$ cat src/rtl/raw_dma_ctrl_regs.sv
// raw_dma_ctrl_regs: DMA control/status register bank with frame-buffer ring sequencer and level irq
module raw_dma_ctrl_regs #(
    parameter int          NUM_BUFS = 4,
    parameter int          ADDR_W   = 8,
    parameter logic [31:0] VERSION  = 32'h0001_0000
) (
    input  logic        aclk,
    input  logic        areset,
    input  logic        mem_wr_valid,
    input  logic [31:0] mem_wr_addr,
    input  logic [31:0] mem_wr_data,
    input  logic [31:0] mem_rd_addr,
    output logic [31:0] mem_rd_data,
    input  logic        dma_busy,
    input  logic        dma_frame_done,
    input  logic        dma_overflow,
    output logic        dma_start,
    output logic [31:0] dma_buf_addr,
    output logic [31:0] dma_line_bytes,
    output logic [31:0] dma_num_lines,
    output logic        irq
);
    typedef enum logic [1:0] {IDLE = 2'd0, RUN = 2'd1, STOP = 2'd2} state_t;
    localparam logic [1:0] LAST_IDX = 2'(NUM_BUFS - 1);

    state_t      state_q, state_d;
    logic [2:0]  ctrl_q, ctrl_d;
    logic [1:0]  irq_sts_q, irq_sts_d;
    logic [1:0]  buf_idx_q, buf_idx_d;
    logic [31:0] frame_cnt_q, frame_cnt_d;
    logic [31:0] line_bytes_q, num_lines_q;
    logic [31:0] buf_addr_q [4];
    logic [31:0] buf_addr_d [4];
    logic        dma_start_q, dma_start_d;
    logic [31:0] dma_buf_addr_q;
    logic        irq_q;
    logic [31:0] wa, ra;
    logic        wr_ctrl, wr_start, wr_irq, wr_line, wr_lines;
    logic        cont, start_req, evt;
    logic        unused_bits;

    // Word indices; only the low ADDR_W byte-address bits take part in decode
    assign wa = 32'(mem_wr_addr[ADDR_W-1:2]);
    assign ra = 32'(mem_rd_addr[ADDR_W-1:2]);
    assign unused_bits = ^{mem_wr_addr[31:ADDR_W], mem_wr_addr[1:0], mem_rd_addr[31:ADDR_W], mem_rd_addr[1:0]};

    assign wr_ctrl   = mem_wr_valid && wa == 32'd1;
    assign wr_start  = mem_wr_valid && wa == 32'd2;
    assign wr_irq    = mem_wr_valid && wa == 32'd4;
    assign wr_line   = mem_wr_valid && wa == 32'd6;
    assign wr_lines  = mem_wr_valid && wa == 32'd7;
    assign cont      = ctrl_q[0] & ctrl_q[1];
    assign start_req = wr_start & mem_wr_data[0] & ctrl_q[0];
    assign evt       = dma_frame_done & (state_q != IDLE);

    // Frame sequencer state register
    always_ff @(posedge aclk) begin
        if (areset) state_q <= IDLE;
        else state_q <= state_d;
    end

    // Frame sequencer next state
    always_comb begin
        state_d = state_q;
        case (state_q)
            IDLE:    state_d = start_req ? RUN : IDLE;
            RUN:     state_d = dma_frame_done ? (cont ? RUN : IDLE) : ((wr_ctrl && !mem_wr_data[0]) ? STOP : RUN);
            STOP:    state_d = dma_frame_done ? IDLE : STOP;
            default: state_d = IDLE;
        endcase
    end

    // Frame sequencer output: software start from IDLE or back-to-back restart in continuous mode
    always_comb begin
        dma_start_d = (state_q == IDLE && start_req) || (state_q == RUN && dma_frame_done && cont);
    end

    // Next values of the register bank; a status set in the same cycle as its W1C wins
    always_comb begin
        ctrl_d      = wr_ctrl ? mem_wr_data[2:0] : ctrl_q;
        irq_sts_d   = (irq_sts_q & ~(wr_irq ? mem_wr_data[1:0] : 2'b00)) | {dma_overflow, evt};
        frame_cnt_d = frame_cnt_q + 32'(evt);
        buf_idx_d   = evt ? ((buf_idx_q == LAST_IDX) ? 2'd0 : buf_idx_q + 2'd1) : buf_idx_q;
        for (int i = 0; i < 4; i++)
            buf_addr_d[i] = (mem_wr_valid && i < NUM_BUFS && wa == 32'(8 + i)) ? mem_wr_data : buf_addr_q[i];
    end

    // Register bank; the buffer address tracks the next index so it is valid alongside dma_start
    always_ff @(posedge aclk) begin
        if (areset) begin
            ctrl_q         <= '0;
            irq_sts_q      <= '0;
            frame_cnt_q    <= '0;
            buf_idx_q      <= '0;
            line_bytes_q   <= '0;
            num_lines_q    <= '0;
            buf_addr_q     <= '{default: '0};
            dma_start_q    <= 1'b0;
            dma_buf_addr_q <= '0;
            irq_q          <= 1'b0;
        end else begin
            ctrl_q         <= ctrl_d;
            irq_sts_q      <= irq_sts_d;
            frame_cnt_q    <= frame_cnt_d;
            buf_idx_q      <= buf_idx_d;
            line_bytes_q   <= wr_line ? mem_wr_data : line_bytes_q;
            num_lines_q    <= wr_lines ? mem_wr_data : num_lines_q;
            buf_addr_q     <= buf_addr_d;
            dma_start_q    <= dma_start_d;
            dma_buf_addr_q <= buf_addr_d[buf_idx_d];
            irq_q          <= ctrl_q[2] & (|irq_sts_q);
        end
    end

    // Zero-latency read mux
    always_comb begin
        case (ra)
            32'd0:   mem_rd_data = VERSION;
            32'd1:   mem_rd_data = {29'd0, ctrl_q};
            32'd3:   mem_rd_data = {26'd0, buf_idx_q, 1'b0, state_q, dma_busy};
            32'd4:   mem_rd_data = {30'd0, irq_sts_q};
            32'd5:   mem_rd_data = frame_cnt_q;
            32'd6:   mem_rd_data = line_bytes_q;
            32'd7:   mem_rd_data = num_lines_q;
            default: mem_rd_data = (ra >= 32'd8 && ra < 32'(8 + NUM_BUFS)) ? buf_addr_q[ra[1:0]] : 32'd0;
        endcase
    end

    assign dma_start      = dma_start_q;
    assign dma_buf_addr   = dma_buf_addr_q;
    assign dma_line_bytes = line_bytes_q;
    assign dma_num_lines  = num_lines_q;
    assign irq            = irq_q;
endmodule

$ cat config.mk
export PLATFORM = sky130hd
export DESIGN_NAME = raw_dma_ctrl_regs
export DESIGN_NICKNAME = d
export VERILOG_FILES = /design/src/rtl/raw_dma_ctrl_regs.sv
export SDC_FILE = /design/constraint.sdc
export NUM_CORES = 1
export LEC_CHECK = 0
export CAP_MARGIN = 20
export CORE_MARGIN = 4
export CORE_UTILIZATION = 45
export DETAILED_ROUTE_END_ITERATION = 8
export GPL_TIMING_DRIVEN = 0
export PLACE_DENSITY_LB_ADDON = 0.25
export SLEW_MARGIN = 20
export SYNTH_ARGS = -nofsm -noshare
export SYNTH_HDL_FRONTEND = slang
export SYNTH_SLANG_ARGS = --single-unit
$ cat constraint.sdc
create_clock -name aclk -period 2 [get_ports aclk]
set_input_delay 0.3 -clock aclk [delete_from_list [all_inputs] [get_ports aclk]]
set_output_delay 0.3 -clock aclk [all_outputs]
set_load 0.02 [all_outputs]
# Word-level counts from Yosys, hierarchy flattened
# Cells that the tools add are included.
[word_totals]
in_bits = 102
out_inout_bits = 130
reg_bits = 267
elab_cells = 89
[op_classes]
n_eq_ne = 18
n_addsub = 2
n_mux = 21
n_reduce_logical = 20
order_cmp = 4
bitwise = 10
[ops]
columns = ["op", "count"]
rows = [
  ["$mux W32", 9],
  ["$pmux W32 S7", 1],
  ["$bmux W32 S2", 2],
  ["$eq A6 B3 Y1 const B", 7],
  ["$add A32 B1 Y32", 1],
  ["$logic_not A32 Y1", 1],
  ["$eq A6 B4 Y1 const B", 4],
  ["$logic_and A1 B1 Y1", 14],
  ["$eq A6 B1 Y1 const B", 2],
  ["$eq A6 B2 Y1 const B", 2],
  ["$mux W2", 6],
  ["$ge A3 B3 Y1 const B", 2],
  ["$ge A6 B4 Y1 const B", 1],
  ["$lt A6 B4 Y1 const B", 1],
  ["$not A2 Y3", 2],
  ["$pmux W2 S3", 1],
  ["$and A1 B1 Y1", 5],
  ["$eq A2 B2 Y1 const B", 2],
  ["$add A2 B1 Y2 const B", 1],
  ["$and A2 B2 Y2", 1],
  ["$eq A2 B1 Y1 const B", 1],
  ["$logic_not A2 Y1", 1],
  ["$mux W1", 2],
  ["$not A2 Y2", 1],
  ["5 further kinds", 5],
]

# Logic depth before layout (Yosys ltp)
# Gate-level depths: netlist (run 1).
[depth]
depth_word = 7
depth_mapped = 10
ltp_nobuf = 9

# Least setup slack after synthesis (run 1)
# Ideal clock, no wire load.
[synth_timing]
kind = "input-to-output"
startpoint = "input mem_rd_addr[3]"
endpoint = "output mem_rd_data[16]"
path_buffers = 3
cell_stages = 5
required_time_ns = 1.700
arrival_time_ns = 1.778
path_slack_ns = -0.078
path_cell_list = "clkbuf_1 > clkbuf_1 > clkbuf_1 > a31oi_1 > o21ai_0"
[synth_via]
elab_chain_len = 6
word_cells_on_any_way = 16
cone_classes = "order compare (2); eq/ne (6); mux (5); bitwise (1); reduce/logical (2)"
[synth_lines]
columns = ["element", "line", "rtl"]
rows = [
  ["start, declared", "12", "input logic [31:0] mem_rd_addr,"],
  ["branches (longest 5 deep; another with $ge A6 B4 Y1)", "n/a", ""],
  ["$pmux W32 S7 (*)", "117", "case (ra)"],
  ["end, declared", "13", "output logic [31:0] mem_rd_data,"],
]
# Mark *: on every way between the ends. The select of a mux whose other input is x is not followed.

# Worst setup path after layout (run 1)
[layout_timing]
startpoint = "register buf_addr_q[1] (netlist bit)"
endpoint = "output mem_rd_data[1]"
[layout_via]
elab_chain_len = 5
[layout_lines]
columns = ["element", "line", "rtl"]
rows = [
  ["start, declared", "32", "logic [31:0] buf_addr_q [4];"],
  ["start signal, assigned", "108", "buf_addr_q <= buf_addr_d;"],
  ["$bmux W32 S2", "125", "default: mem_rd_data = (ra >= 32'd8 && ra < 32'(8 + NUM_BUFS)) ? buf_addr_q[ra[1:0]] : 32'd0;"],
  ["$mux W32 (not written as such) (2 in series)", "125", ""],
  ["$mux W32", "125", ""],
  ["$pmux W32 S7", "117", ""],
]
# Every way passes these cells. The select of a mux whose other input is x is not followed.

==> metrics, run 1 <==
DR WL/cell=24.16 um; required time of the worst setup path=1.70 ns; Nets=1,907; Max stage delay on crit path=0.51 ns; # port buffers=145; Placeable Area=27,860 um2; top-count cell post-synth=nand2_1; worst slew pin tran=0.7097 ns; Finished Layout Cells=2,205; CP max stage cell=mux4_2; Final min period=2.319 ns; CP Depth=4; PwrDens=679.1 nW/um2; Ys Warns=0; share of layout cells above drive strength 1=31.58%; Distinct cells, synth=57; clk_lat worst skew=0.57 ns; syn_area_per_cell=8.210 um2; Starting Density=45.86%; drt drc=0; most common flop cell mapped by yosys=dfxtp_1; Final setup viols=63; largest net degree at the start of global routing=16; Iter 0 DRT Violations=1,853; Max-Cap Viols=0; routed vias/inst=6.127; register area share after synthesis=41.84%; Rows=61; Die Wd=176.5 um; CP max FO=2; Slew Limit Headroom=52.69%; First-pass DRT Iterations=5; routed via count=13.51k; Fin. Hold Viols=0; Hold Buf Count CTS=0; Leakage=6.432 nW; cell count after synthesis=1,556; die area=31,150 um2; CP arrival=2.02 ns; delay-heaviest family, CP=multiplexers; EDFF count, synth=0; clock slew seen by the registers of the worst setup and hold paths=0.06 ns; vias in the first global route=12.83k; Post-DP HPWL=35,280 um; Synth area leaders=dfxtp_1 42%, nand2_1 13%, a21oi_1 7.7%; f_max=431.3 MHz; GRT Residual Overflow=0; failing checks=setup timing; Die H=176.5 um; Yosys reg bits=267; initial antenna violation count=3; CP Cell Sequence=mux4_2 -> a22o_1 -> a221o_1 -> buf_6; Synth Net Count=1,661; status=complete, but fails checks; first-pass GRT wire length=78,050 um; Synth top area share=41.84%; Final Power=12.17 mW; Slew Limit Fails=0; I/O Pins=232; Worst R2R Path Depth=9; cts bufs inserted=31; maximum VDD drop=0.6697 mV; Yosys top cell by area=dfxtp_1; RSZ-0062 raised after global routing=yes; Root Driver=clkbuf_16; critical path capture point type=output pin; async set-reset flop share out of synthesis=0%; pre-CTS setup slack=-1.556 ns; CTS tree=done; Tot GR Track Use=32.45%; WHS Path Cells=3; Critical Path Start Type=flip-flop; DP Cell Count=2,079; clk buf depth=3; Hold Crit Class=input port to flip-flop; Routed Antenna Nets=0; Crit Path Category=flip-flop to output pin; clk sink count=267; clk_skew=0.01504 ns; routability cong.=0.9856; Final period util=115.9%; H-tree levels=1; Routed WL=53,270 um; Post-synth top cells=437 x nand2_1, 267 x dfxtp_1, 197 x a21oi_1; Post-Syn Area=12,770 um2; P&R area growth vs syn=40.24%; WP buf/inv=1; Setup WS post-layout=-0.3188 ns
## report_power, final
group | switching [mW] | total [mW] | internal, mW | leakage (nW)
logic | 0.528 | 0.749 | 0.221 | 3.70
clock network | 2.36 | 6.07 | 3.71 | 0.539
registers | 0.0156 | 5.35 | 5.34 | 2.19
## path summary, 6_finish.rpt
kind	startpoint	to	slack [ns]
setup / recovery	buf_addr_q[1]	mem_rd_data[1]	-0.32
hold / removal	mem_wr_data[4]	buf_addr_q[4]	0.11
setup reg to reg	state_q[1]	dma_buf_addr[12]	-0.14
hold reg to reg	buf_addr_q[31]	buf_addr_q[31]	0.46
## layout by cell type, fill, tap and decap left out, types with 8 or more instances in the layout
cell type        netlist  layout
dfxtp_1              267     191
nor2b_1               40      39
a22oi_2                0       9
buf_4                  1      67
mux2_2                65      55
mux2i_1               38      23
o21ai_4                0       8
o22ai_2                0      13
nand3_1               17      15
a21oi_1              197     196
clkbuf_16              0      34
o21ai_2                1      17
dfxtp_2                0      73
mux2_4                 0      10
a22oi_1               31      22
nor2_1                43      41
o22ai_1               31      18
mux2i_2                1      10
a211oi_2               0      25
mux4_2                32      32
nand2_2                0      20
buf_6                  6      40
clkbuf_1             130      62
clkbuf_8               0      15
o21ai_0               66      36
nand4_1                8       8
xor2_1                18      18
clkdlybuf4s50_1        0     105
clkbuf_4               0      13
clkbuf_2               0      41
mux2i_4                2       8
nand2_1              437     417
buf_12                 0      14
## tightest hold or removal path, delay by kind of cell
kind / cells / cell delay [ns]
buffers and inverters: 1 / 0.18
and+or+nand+nor: 1 / 0.10
AOI/OAI and AO/OA: 1 / 0.05
## layer usage
metal	vias up	routed length, um	GRT usage (%)
met1	6439	20140	42.72
met2	971	23640	49.88
met5	-	13	0
met4	2	3218	16.73
li1	5859	-	-
met3	240	6251	7.623
## metrics by stage
| step | instance area, um2 | setup TNS [ns] | utilization (%) | hold slack (ns) |
|---|---|---|---|---|
| finish | 17920 | -5.533 | 64.31 | 0.1099 |
| global route | 17910 | -6.976 | 64.30 | 0.1347 |
| CTS | 17410 | -6.741 | 62.50 | 0.1045 |
| detailed placement | 14710 | -256.42 | 52.80 | 0.4578 |
| global placement | 14710 | -251.90 | 52.79 | 0.4481 |
| floorplan | 12780 | -0.2506 | - | 0.4413 |
## sequential cells by signal, indices dropped and copies added, names as in the netlist
name            count
buf_addr_q        128
dma_buf_addr       32
dma_line_bytes     32
dma_num_lines      32
frame_cnt_q        32
ctrl_q              3
buf_idx_q           2
irq_sts_q           2
state_q             2
dma_start           1
irq                 1
## final cells by class
class                      count  area (um2)
fill                        2237        9942
multi-input combinational   1131        7690
sequential                   267        5448
timing repair buffer         221        2216
buffer                       145       964.7
clock buffer                  43       920.9
tap                          378       473.0
clock inverter                12       175.2
inverter                       5       21.27
antenna                        3       7.507
## cell families (layout without fill, tap and decap cells)
| logic type | after synthesis | in the layout | synth area share (%) |
|---|---|---|---|
| buffers and inverters | 158 | 426 | 5.152 |
| adders and majority gates | 3 | 3 | 0.2939 |
| other | 0 | 3 | 0 |
| muxes | 138 | 138 | 14.81 |
| and+or+nand+nor | 594 | 594 | 19.73 |
| DFF | 267 | 267 | 41.84 |
| AOI/OAI and AO/OA | 374 | 374 | 16.67 |
| xor gates and xnor gates | 22 | 22 | 1.508 |
## what timing repair did
action                                  CTS  global route
resized for setup                       476           189
buffers inserted                         50            20
pin swaps                                64            60
endpoints found under the setup margin  291           274
cloned                                   10             0
(Power assumes the default switching activity.)
==> inputs of run 2 (changes only) <==
Settings changed: CORE_ASPECT_RATIO set to 1.25, CORE_MARGIN 4 to unset, SKIP_CTS_REPAIR_TIMING set to 1.
==> run 2 against run 1 <==
The flow finishes with violations (DRC, setup timing); clock-buffer cell count is 8 lower; global-route usage is 0.91 points lower; critical path depth is 6 higher; non-clock buffer count is 8 lower; flip-flop and latch count stayed put; clock power is 0.7% higher; die area is 6.7% lower; highest routed layer is now met4.
==> metrics, run 2 (synthesis results as in run 1) <==
status=complete, but fails checks; failing checks=DRC, setup timing; Nets=1,896; share of layout cells above drive strength 1=29.56%; Iter 0 DRT Violations=1,316; met2 usage=53.32%; Placeable Area=27,740 um2; grt met3 use=4.386%; routed via count=13.35k; routed vias/inst=6.173; pre-CTS setup slack=-1.601 ns; worst slew pin tran=0.6644 ns; Slew Limit Headroom=55.71%; drt drc=11; critical path startpoint=state_q[0]; Critical Path Start Type=flip-flop; required time of the worst setup path=2.44 ns; # port buffers=145; clock slew seen by the registers of the worst setup and hold paths=0.06 ns; first-pass GRT wire length=70,330 um; Slew Limit Fails=0; commonest non-fill, non-tap cell in the layout=nand2_1; Crit Path Category=flip-flop to flip-flop; Root Driver=clkbuf_16; Die Wd=152.7 um; Finished Layout Cells=2,163; initial antenna violation count=0; routability cong.=0.9499; # fillers=2,240; Placed Area=14,680 um2; Final setup viols=66; Most flops, register=buf_addr_q; clk buf depth=3; clk_skew=0.01016 ns; PwrDens=691.7 nW/um2; f_max=420.1 MHz; Starting Density=46.06%; maximum VDD drop=0.5623 mV; Routed WL=50,660 um; Final min period=2.380 ns; Setup WS post-layout=-0.3802 ns; Tot GR Track Use=31.54%; critical path capture point type=flip-flop; vias in the first global route=12.09k; Rows=68; Max-Cap Viols=0; RR Startpoint=state_q[0]; most frequent cells in the layout=416 x nand2_1, 207 x dfxtp_1, 196 x a21oi_1; P&R area growth vs syn=38.09%; die area=29,070 um2; DR WL/cell=23.42 um; Final period util=119.0%; final instance area=17,640 um2; Routed Antenna Nets=0; First-pass DRT Iterations=9; GRT Residual Overflow=0; cts bufs inserted=28; met1 Use GR=39.00%; H-tree levels=1; clk_lat worst skew=0.56 ns; Post-DP HPWL=34,050 um; CTS tree=done; I/O Pins=232; max reg flops=128; hold path startpoint=mem_wr_data[26]; largest net degree at the start of global routing=15; CP max FO=5; Setup TNS=-11.61 ns; most crowded layer after global routing=met2; RSZ-0062 raised after global routing=yes; DP Cell Count=2,053; Hold Crit Class=input port to flip-flop; antenna diode count=0; CP arrival=2.82 ns; Leakage=6.347 nW; Fin. Hold Viols=0; Die H=190.4 um; clk sink count=267
==> run 2: cell types whose count changed in the layout (fill, tap and decap cells not counted), sizes merged, moves of 3 or more <==
cell	before	now
buf	134	113
bufinv	4	8
clkbuf	165	171
clkinv	4	9
diode	3	0
==> run 2: power breakdown <==
part	leakage [nW]	total, mW	internal [mW]	switching, mW
combinational	3.63	0.742	0.222	0.521
sequential	2.18	5.35	5.33	0.0154
clock	0.531	6.11	3.78	2.33
==> run 2: final timing paths <==
path | to | slack [ns] | cells after the start
max | dma_buf_addr[0] | -0.38 | 10
min | buf_addr_q[26] | 0.14 | 3
max reg2reg | dma_buf_addr[0] | -0.38 | 10
min reg2reg | buf_addr_q[67] | 0.46 | 2
==> run 2: metal layers <==
metal,routed length [um],vias to the layer above
met5,0,-
met4,3005,0
met3,4797,204
met2,24190,884
met1,18680,6430
li1,-,5834
==> run 2: layout make-up <==
| cell class | count | area, um2 | share of cell area (%) |
|---|---|---|---|
| multi-input combinational | 1131 | 7617 | 43.18 |
| tap | 350 | 437.9 | 2.482 |
| inverter | 5 | 18.77 | 0.1064 |
| sequential | 267 | 5425 | 30.75 |
| buffer | 148 | 904.6 | 5.128 |
| timing repair buffer | 210 | 2170 | 12.30 |
| clock inverter | 17 | 289.0 | 1.638 |
| clock buffer | 35 | 778.2 | 4.412 |
==> run 2: worst max-delay path: stages (launching register included) <==
cell       delay, ns
dfxtp_4         0.36
o21ai_4         0.23
inv_2           0.09
mux2i_4         0.29
clkbuf_16       0.21
buf_6           0.12
mux2i_4         0.31
buf_6           0.16
buf_4           0.11
a211oi_2        0.04
o22ai_1         0.32
==> run 2: stage by stage <==
step	utilization (%)	power [mW]	hold slack, ns
after floorplan	-	5.807	0.4413
after global placement	52.90	6.074	0.4473
after global routing	63.60	12.41	0.1608
after detailed placement	52.94	6.081	0.4556
final	63.60	12.20	0.1410
after CTS	56.78	12.02	0.1345
==> inputs of run 3 (changes only) <==
Settings changed: SLEW_MARGIN 20 to unset.
==> run 3 against run 2 <==
The run still ends with DRC, setup timing left; register-to-register slack gained 0.15 ns; sequential share of layout area increased by 1.1 points; via count is 3.6% lower; worst hold slack gained 0.013 ns; clock-buffer cell count stayed put; maximum frequency increased by 3.4%; critical path type is now flip-flop to output pin; largest cell class unchanged; largest power group unchanged.
==> metrics, run 3 (synthesis results as in run 1) <==
RSZ-0062 raised after global routing=yes; # port buffers=145; Routed Antenna Nets=0; Min Hold Slack=0.1544 ns; Final period util=115.1%; H-tree levels=1; Routed WL=48,730 um; CP max FO=3; final instance area=17,080 um2; Sw Ratio=22.91%; first-pass GRT wire length=71,170 um; Final min period=2.301 ns; Slew Limit Headroom=56.82%; Nets=1,871; largest net degree at the start of global routing=15; P&R area growth vs syn=33.66%; Seq pwr share=43.4%; clk_lat worst skew=0.56 ns; maximum VDD drop=0.5021 mV; GRT Residual Overflow=0; vias in the first global route=12.29k; Critical Path Start Type=flip-flop; Iter 0 DRT Violations=1,242; Final Power=12.31 mW; die area=29,070 um2; Slew Limit Fails=0; CTS tree=done; combinational power share=5.9%; routability cong.=0.9499; commonest non-fill, non-tap cell in the layout=nand2_1; max reg flops=128; Final setup viols=53; Post-DP HPWL=34,120 um; routed via count=12.88k; drt drc=18; critical path capture point type=output pin; Rows=68; Tot GR Track Use=31.84%; Starting Density=46.06%; clk_skew=0.009321 ns; Worst R2R Path Depth=9; Finished Layout Cells=2,137; Max-Cap Viols=0; Placeable Area=27,740 um2; I/O Pins=232; most frequent cells in the layout=412 x nand2_1, 201 x dfxtp_1, 197 x a21oi_1; Leakage=6.065 nW; First-pass DRT Iterations=9; Hold Crit Class=input port to flip-flop; Setup TNS=-7.682 ns; clk sink count=267; DP Cell Count=2,054; failing checks=DRC, setup timing; share of layout cells above drive strength 1=26.99%; pre-CTS setup slack=-1.640 ns; routed vias/inst=6.025; clock slew seen by the registers of the worst setup and hold paths=0.06 ns; Crit Path Category=flip-flop to output pin; Die H=190.4 um; DR WL/cell=22.80 um; Setup WS post-layout=-0.3015 ns; initial antenna violation count=0; f_max=434.5 MHz; critical path startpoint=buf_addr_q[1]; NetSw=2.820 mW; crit path to=mem_rd_data[1]; Die Wd=152.7 um; WHS Path Cells=3; required time of the worst setup path=1.70 ns; power share of the clock group=50.7%; Pint=9.492 mW; Most flops, register=buf_addr_q; Fin. Hold Viols=0; RR Startpoint=state_q[0]; final core occ=61.56%; PwrDens=721.0 nW/um2; cts bufs inserted=28; status=complete, but fails checks; R2R Setup Slk=-0.23 ns; CP arrival=2.00 ns; clk buf depth=3; worst slew pin tran=0.6478 ns; FF-to-FF End=dma_buf_addr[31]; Root Driver=clkbuf_16; Placed Area=14,700 um2
run 3: final cells by class:
type	count	area, um2
plain buffers	147	850.8
multi-input cells	1131	7353
diodes	1	2.502
fillers	2345	10660
clock buffers	35	788.3
flip-flops and latches	267	5433
well taps	350	437.9
repair buffers	186	1879
inverters	5	21.27
clock inverters	15	309.0
run 3: routing by layer:
metal	vias to the layer above	GRT usage (%)	share of wire [%]
li1	5783	-	-
met5	-	0	0
met3	178	4.295	8.6
met4	0	17.95	5.5
met2	734	53.58	48
met1	6181	39.39	38
run 3: worst min-delay path by stage:
stage | startpoint | endpoint | slack [ns]
after CTS | mem_wr_data[26] | buf_addr_q[26] | 0.15
after detailed placement | buf_addr_q[67] | buf_addr_q[67] | 0.46
after global placement | buf_addr_q[77] | buf_addr_q[77] | 0.45
after floorplan | buf_addr_q[105] | buf_addr_q[105] | 0.44
after global routing | mem_wr_data[8] | dma_num_lines[8] | 0.17
final | mem_wr_data[4] | buf_addr_q[36] | 0.15
run 3: power groups by stage:
stage	clock network [mW]	logic [mW]	registers, mW
after global placement	0	0.604	5.47
after CTS	6.23	0.616	5.35
final	6.24	0.721	5.35
after floorplan	0	0.329	5.48
after detailed placement	0	0.613	5.47
after global routing	6.46	0.742	5.35
run 3: worst max-delay path, cell delays in order, from the launching register on:
cell and delay (ns):
dfxtp_2 0.33, mux4_2 0.50, a22o_1 0.20, a221o_1 0.28, buf_6 0.14
